### config.mk
export PLATFORM = sky130hd
export DESIGN_NAME = ti_adc_frame
export DESIGN_NICKNAME = d
export VERILOG_FILES = /design/src/rtl/ti_adc_frame.sv
export SDC_FILE = /design/constraint.sdc
export NUM_CORES = 1
export LEC_CHECK = 0
export ABC_AREA = 1
export BUFFER_PORTS_ARGS = -buffer_cell sky130_fd_sc_hd__buf_4
export CORE_MARGIN = 4
export CORE_UTILIZATION = 47
export DETAILED_ROUTE_END_ITERATION = 8
export PLACE_DENSITY_LB_ADDON = 0.08
export SETUP_SLACK_MARGIN = 0.4
export SLEW_MARGIN = 20
export SYNTH_ARGS = -nofsm -noshare
export SYNTH_HDL_FRONTEND = slang
export SYNTH_SLANG_ARGS = --single-unit
### constraint.sdc
create_clock -name adc_clk -period 5.5 [get_ports adc_clk]
set_input_delay 1.1 -clock adc_clk [delete_from_list [all_inputs] [get_ports adc_clk]]
set_output_delay 1.1 -clock adc_clk [all_outputs]
set_load 0.005 [all_outputs]
### src/rtl/ti_adc_frame.sv
// ti_adc_frame: back-end for the time-interleaved SAR-ADC. It drives rotating sample strobes, captures each way's result and assembles frames.
// Optional macro TI_ADC_OFFSET_EN adds a per-way offset calibration port and saturating correction at capture.
module ti_adc_frame #(
  parameter int unsigned ADC_BITS = 9,
  parameter int unsigned ADC_WAYS = 8,
  parameter int unsigned CLK_INIT = 0,
  parameter int unsigned CNT_BITS = 16
) (
  input  logic                          adc_clk,
  input  logic                          rst_n,
  input  logic                          en,
  input  logic [$clog2(ADC_WAYS):0]     way_num,
  output logic [ADC_WAYS-1:0]           subadc_clk,
  input  logic [ADC_BITS*ADC_WAYS-1:0]  subadc_data,
  input  logic [ADC_WAYS-1:0]           subadc_compl,
`ifdef TI_ADC_OFFSET_EN
  input  logic                          cal_we,
  input  logic [$clog2(ADC_WAYS)-1:0]   cal_way,
  input  logic signed [ADC_BITS-1:0]    cal_offset,
`endif
  output logic [ADC_BITS*ADC_WAYS-1:0]  frame_data,
  output logic                          frame_valid,
  input  logic                          frame_ready,
  output logic [CNT_BITS-1:0]           drop_cnt
);

  localparam int unsigned WAY_W   = $clog2(ADC_WAYS) + 1;
  localparam int unsigned FRAME_W = ADC_BITS * ADC_WAYS;

  typedef enum logic {IDLE, RUN} state_t;

  state_t              state;
  logic [WAY_W-1:0]    n_reg;
  logic [WAY_W-1:0]    ptr;
  logic [ADC_WAYS-1:0] got;
  logic [ADC_BITS-1:0] staging [ADC_WAYS];

  logic [WAY_W-1:0]    n_start_c;
  logic [WAY_W-1:0]    ptr_start_c;
  logic [WAY_W-1:0]    ptr_next_c;
  logic                run_en_c;
  logic [ADC_WAYS-1:0] act_c;
  logic [ADC_WAYS-1:0] compl_act_c;
  logic [ADC_BITS-1:0] raw_c;
  logic [ADC_BITS-1:0] cap_c;
  logic [ADC_BITS-1:0] stage_next_c [ADC_WAYS];
  logic [FRAME_W-1:0]  frame_next_c;
  logic                frame_done_c;

`ifdef TI_ADC_OFFSET_EN
  logic signed [ADC_BITS-1:0] offset [ADC_WAYS];
  logic signed [ADC_BITS+1:0] sum_c;
`endif

  // Way w sits at bit ADC_WAYS-1-w, so way 0 is the MSB of the strobe vector.
  function automatic logic [ADC_WAYS-1:0] way_onehot(input logic [WAY_W-1:0] w);
    way_onehot = '0;
    for (int unsigned i = 0; i < ADC_WAYS; i++) begin
      if (32'(w) == i) way_onehot[ADC_WAYS-1-i] = 1'b1;
    end
  endfunction

  // Active way count, start pointer and rotation.
  always_comb begin
    n_start_c = way_num;
    if (way_num == '0 || 32'(way_num) > ADC_WAYS) n_start_c = WAY_W'(ADC_WAYS);
    ptr_start_c = (CLK_INIT < 32'(n_start_c)) ? WAY_W'(CLK_INIT) : '0;
    ptr_next_c  = (32'(ptr) + 32'd1 >= 32'(n_reg)) ? '0 : ptr + WAY_W'(1);
  end

  // Per-way capture, optional offset correction, and frame assembly.
  always_comb begin
    run_en_c     = (state == RUN) && en;
    act_c        = '0;
    compl_act_c  = '0;
    raw_c        = '0;
    cap_c        = '0;
    frame_next_c = '0;
`ifdef TI_ADC_OFFSET_EN
    sum_c        = '0;
`endif
    for (int unsigned i = 0; i < ADC_WAYS; i++) begin
      act_c[i]       = (i < 32'(n_reg));
      compl_act_c[i] = run_en_c && act_c[i] && subadc_compl[ADC_WAYS-1-i];
      raw_c          = subadc_data[(ADC_WAYS-1-i)*ADC_BITS +: ADC_BITS];
`ifdef TI_ADC_OFFSET_EN
      sum_c = $signed({2'b00, raw_c}) + $signed({{2{offset[i][ADC_BITS-1]}}, offset[i]});
      if (sum_c[ADC_BITS+1])     cap_c = '0;
      else if (sum_c[ADC_BITS])  cap_c = '1;
      else                       cap_c = sum_c[ADC_BITS-1:0];
`else
      cap_c = raw_c;
`endif
      stage_next_c[i] = compl_act_c[i] ? cap_c : staging[i];
      if (act_c[i]) frame_next_c[(ADC_WAYS-1-i)*ADC_BITS +: ADC_BITS] = stage_next_c[i];
    end
    frame_done_c = run_en_c && (((got | compl_act_c) & act_c) == act_c);
  end

  always_ff @(posedge adc_clk) begin
    if (!rst_n) begin
      state       <= IDLE;
      n_reg       <= '0;
      ptr         <= '0;
      got         <= '0;
      subadc_clk  <= '0;
      frame_data  <= '0;
      frame_valid <= 1'b0;
      drop_cnt    <= '0;
      for (int unsigned i = 0; i < ADC_WAYS; i++) staging[i] <= '0;
`ifdef TI_ADC_OFFSET_EN
      for (int unsigned i = 0; i < ADC_WAYS; i++) offset[i] <= '0;
`endif
    end else begin
      case (state)
        IDLE: begin
          if (en) begin
            state      <= RUN;
            n_reg      <= n_start_c;
            ptr        <= ptr_start_c;
            subadc_clk <= way_onehot(ptr_start_c);
          end
        end
        RUN: begin
          if (!en) begin
            state      <= IDLE;
            subadc_clk <= '0;
            got        <= '0;
          end else begin
            ptr        <= ptr_next_c;
            subadc_clk <= way_onehot(ptr_next_c);
            got        <= frame_done_c ? '0 : (got | compl_act_c);
            for (int unsigned i = 0; i < ADC_WAYS; i++) staging[i] <= stage_next_c[i];
          end
        end
        default: state <= IDLE;
      endcase

      // Output register: load on completion if free or draining, else count a drop.
      if (frame_done_c) begin
        if (!frame_valid || frame_ready) begin
          frame_data  <= frame_next_c;
          frame_valid <= 1'b1;
        end else if (drop_cnt != '1) begin
          drop_cnt <= drop_cnt + CNT_BITS'(1);
        end
      end else if (frame_valid && frame_ready) begin
        frame_valid <= 1'b0;
      end

`ifdef TI_ADC_OFFSET_EN
      if (cal_we && 32'(cal_way) < ADC_WAYS) offset[cal_way] <= cal_offset;
`endif
    end
  end

endmodule

# After elaboration in Yosys (flattened, before gate mapping)
# Memory sizes are Yosys's and may differ from the RTL's.
# Cells that the tools add are included.
[word_totals]
wordCells = 126
ff_bits = 114
ram_bits = 72
output_inout_bits = 97
inputBits = 88
n_memories = 1
[op_classes]
addsub = 3
n_reduce_logical = 30
magnitude_cmp = 10
n_eq_ne = 12
bitwise_logic = 12
muxes = 50
[memory_table]
columns = ["name", "words", "word_bits", "rd", "rd_clocked_by_memory_dff", "write_ports", "line_no", "source"]
rows = [
  ["staging", 8, 9, 8, 0, 8, "36", "logic [ADC_BITS-1:0] staging [ADC_WAYS];"],
]
[ops]
columns = ["op", "n"]
rows = [
  ["$mux 9", 24],
  ["$mux 8", 4],
  ["$logic_and 1x1->1", 19],
  ["$add 16x1->16 const B", 1],
  ["$eq 4x3->1 const B", 4],
  ["$lt 3x4->1 const A", 4],
  ["$mux 1", 16],
  ["$mux 4", 4],
  ["$ne 16x16->1 const B", 1],
  ["$pmux 8 s2", 1],
  ["$and 8x8->8", 1],
  ["$eq 4x2->1 const B", 2],
  ["$eq 8x8->1", 1],
  ["$logic_not 4->1", 2],
  ["$lt 1x4->1 const A", 2],
  ["$lt 2x4->1 const A", 2],
  ["$or 1x1->1", 8],
  ["$or 8x8->8", 1],
  ["$pmux 4 s2", 1],
  ["$reduce_and 2->1", 4],
  ["$add 4x1->5 const B", 1],
  ["$ge 5x4->1", 1],
  ["$add 4x1->4 const B", 1],
  ["$eq 4x1->1 const B", 1],
  ["other kinds (8)", 11],
]

# Logic depth before layout (Yosys ltp)
[logic_depth]
depth_word = 9
ltp_mapped = 13
mapped_depth_nobuf = 13

# Least setup slack after synthesis
# No wires, ideal clock.
[synth_timing]
path_kind = "input -> register"
start = "in rst_n"
end = "mem staging[0][0] (enable)"
setup_slack_ps = 1803
path_buffers = 2
arrival_time_ps = 2954
setup_ps = 743
required_time_ps = 4757
cell_stages = 3
path_cell_list = "clkbuf_1 -> clkbuf_1 -> nand2_1"
[synth_lines]
columns = ["element", "line_no", "source"]
rows = [
  ["start, declared", "10", "input logic rst_n,"],
  ["end, declared", "36", ""],
]

# Final worst setup path
[layout_timing]
start = "reg n_reg[2]"
end = "reg frame_data[47]"
[layout_via]
elab_chain_cells = 8
word_cells_on_any_way = 31
classes_between = "8 x order compare; 1 x eq/ne; 2 x mux; 2 x bitwise; 18 x reduce/logical"
[layout_lines]
columns = ["element", "line_no", "source"]
rows = [
  ["start, declared", "33", "logic [WAY_W-1:0] n_reg;"],
  ["start signal, assigned", "119", "n_reg <= n_start_c;"],
  ["$lt 1x4->1, or another cell as far along", "83", "act_c[i] = (i < 32'(n_reg));"],
  ["$logic_and 1x1->1 (2 in series)", "84", "compl_act_c[i] = run_en_c && act_c[i] && subadc_compl[ADC_WAYS-1-i];"],
  ["$or 8x8->8", "97", "frame_done_c = run_en_c && (((got | compl_act_c) & act_c) == act_c);"],
  ["$and 8x8->8", "97", ""],
  ["$eq 8x8->1", "97", ""],
  ["$logic_and 1x1->1", "97", ""],
  ["$reduce_and 2->1 (no line)", "--", ""],
  ["end signal, assigned", "142", "frame_data <= frame_next_c;"],
  ["end, declared", "21", "output logic [ADC_BITS*ADC_WAYS-1:0] frame_data,"],
]
# Parallel ways exist; a longest one is shown, timed or not.
# A chain may end at the register's enable or synchronous reset.

==> impl_results.md <==
* Synth Area per Inst at 8.76 µm²
* I/O pin cnt at 185
* Clk Latency, worst-skew pair at 0.43 ns
* Top Layer Used: met4
* Synthesized instance count at 951
* Setup TNS at 0 ns
* All-layer global routing usage at 19.7%
* Post-layout nets at 1219
* Horiz. Die Dim at 141 µm
* GP Congestion at 0.781
* Detailed Place HPWL at 13300 µm
* Status: finished clean
* Worst Path Max Fanout at 54
* Slew margin rel. at 30.1%
* # setup viols final at 0
* Fmax achieved at 330 MHz
* Minimum clock period at 3.03 ns
* Yosys reg bits at 186
* Clk slew on worst S/H paths at 0.07 ns
* Post-route antenna net violation count at 0
* Arr. time, crit path at 3.40 ns
* WS Path Type: flop to flop
* # rows at 48
* Async SR Flop Fraction at 0%
* Syn nets at 1045
* Ranking of synthesized cells by area: dfxtp_1, edfxtp_1, nand2_1, nor2_1, mux2i_1
* Power Dens Cells at 282 nW/µm²
* Syn. warnings at 0
* Max-cap viol count at 0
* Metal-1 WL at 8920 µm
* Maximum VDD drop at 0.213 mV
* Area Overhead vs Synth at 24.6%
* CTS tree: yes
* Commonest non-fill, non-tap cell in the layout: nand2_1
* Setup bufs post-CTS at 0
* Mapped cell area at 8340 µm²
* Placeable Area at 17400 µm²
* Vias in the first global route at 6247
* Cell taking the most area after synthesis: dfxtp_1
* Startpoint types: flop
* Die ar. at 19900 µm²
* Vias per cell at 4.83
* GR Overflow Total at 0
* Clk root buf: clkbuf_16
* DRC violations left at 0
* Final Hold Viols at 0
* Clock sink count at 186
* RSZ-0062 raised after global routing: false
* Largest regs: frame_data x72, staging x72, drop_cnt x16
* Met2 wire len at 9390 µm
* Post-Route WL at 19800 µm
* Initial Utilization at 48.0%
* Slew at the pin closest to its max-slew limit at 1.05 ns
* Slew Limit Fails at 0
* Seq/Total Area, Yosys at 53.3%
* Count of cell types in the netlist at 41
* Cts bufs inserted at 17
* Port Buffers at 184
* Clock buffer depth at 2
* Avg WL per Cell at 14.5 µm
* # hold bufs at CTS at 0
* DR WL met3 at 1160 µm
* Drt pass-1 iters at 5
* Clk_skew at 0.0124 ns
* Largest net degree at the start of global routing at 73
* First-pass GRT wire length at 31500 µm
* CTS-repair resized insts at 0
* Static Leak at 4.51 nW
* N_diodes at 0
* Required @ worst endpoint at 5.87 ns
* Period utilisation layout at 55.1%
* Drt initial violations at 333
* Top_reg_cell synth: dfxtp_1
* Layout cells sized above 1 at 22.2%
* Min-Delay Path Class: flop to flop
* Area share of the largest cell type after synthesis at 27.4%
* CP Capture Type: flop
* Post-synth EDFFs at 72
* Most frequent cells in the layout: nand2_1, buf_4, nor2_1, dfxtp_1, edfxtp_1
* Initial antenna violation count at 0
* Via count at 6586
* Die H at 141 µm
* Post-Route Utilization at 59.8%
* CTS H-tree depth at 4
metal layers:
layer  vias to the layer above  GRT usage [%]
met2                       160           32.1
met1                      2955           26.1
li1                       3448              -
met3                        23           4.75
met4                         0           6.32
met5                         -              0
power breakdown:
group          internal (W)  switching, W  leakage, nW
clock network      0.000676      0.000538        0.278
registers           0.00147     0.0000175         1.67
logic             0.0000927      0.000134         2.56
Yosys cell counts (9+ instances only):
master / n
nand2_1: 282
nor2_1: 174
dfxtp_1: 114
edfxtp_1: 72
mux2i_1: 63
inv_1: 42
nand3_1: 35
a21oi_1: 29
o21ai_0: 13
clkbuf_1: 12
a22oi_1: 11
buf_6: 11
or2_2: 11
o21a_1: 10
nand4_1: 9
final timing paths:
check                                     from             end  slack (ns)  depth (start not counted)
worst max-delay path                  n_reg[2]  frame_data[47]        2.47                         10
worst min-delay path            frame_data[65]  frame_data[65]        0.45                          2
worst max register to register        n_reg[2]  frame_data[47]        2.47                         10
worst min register to register  frame_data[65]  frame_data[65]        0.45                          2
critical path, cell delays in order (launching register included):
cell	delay, ns
dfxtp_1	0.49
inv_2	0.10
o21bai_1	0.84
nand3_1	0.15
nand2_1	0.16
nor2_4	0.07
nand4_4	0.18
nand2_4	0.21
inv_4	0.50
nand2_1	0.13
nand2_1	0.10
through the flow:
stage          worst slack, ns  cells  hold slack, ns  area [µm²]  power [W]
2_1_floorplan             1.80    951           0.441        8340    0.00166
3_3_place_gp              2.31   1331           0.431        9810    0.00175
3_5_place_dp              2.30   1331           0.433        9810    0.00175
4_1_cts                   2.45   1363           0.448       10400    0.00296
5_1_grt                   2.25   1363           0.461       10400    0.00305
6_report                  2.47   1363           0.446       10400    0.00293
cells by family (layout without fill, tap and decap cells):
kind of cell	Yosys count	count (layout)	share of synthesized area, %
AOI/OAI and AO/OA	68	68	4.89
xor gates and xnor gates	3	3	0.315
adders and majority gates	6	6	0.901
buffers and inverters	84	271	5.37
DFF	186	186	53.3
muxes	63	63	7.57
and+or+nand+nor	541	541	27.6
layout make-up:
type,instances,area [µm²]
fillers,1588,6970
flip-flops and latches,186,4440
multi-input cells,681,3450
repair buffers,189,1420
clock buffers,19,433
well taps,225,282
inverters,50,215
clock inverters,13,144
Power figures use the tool's default switching activity.
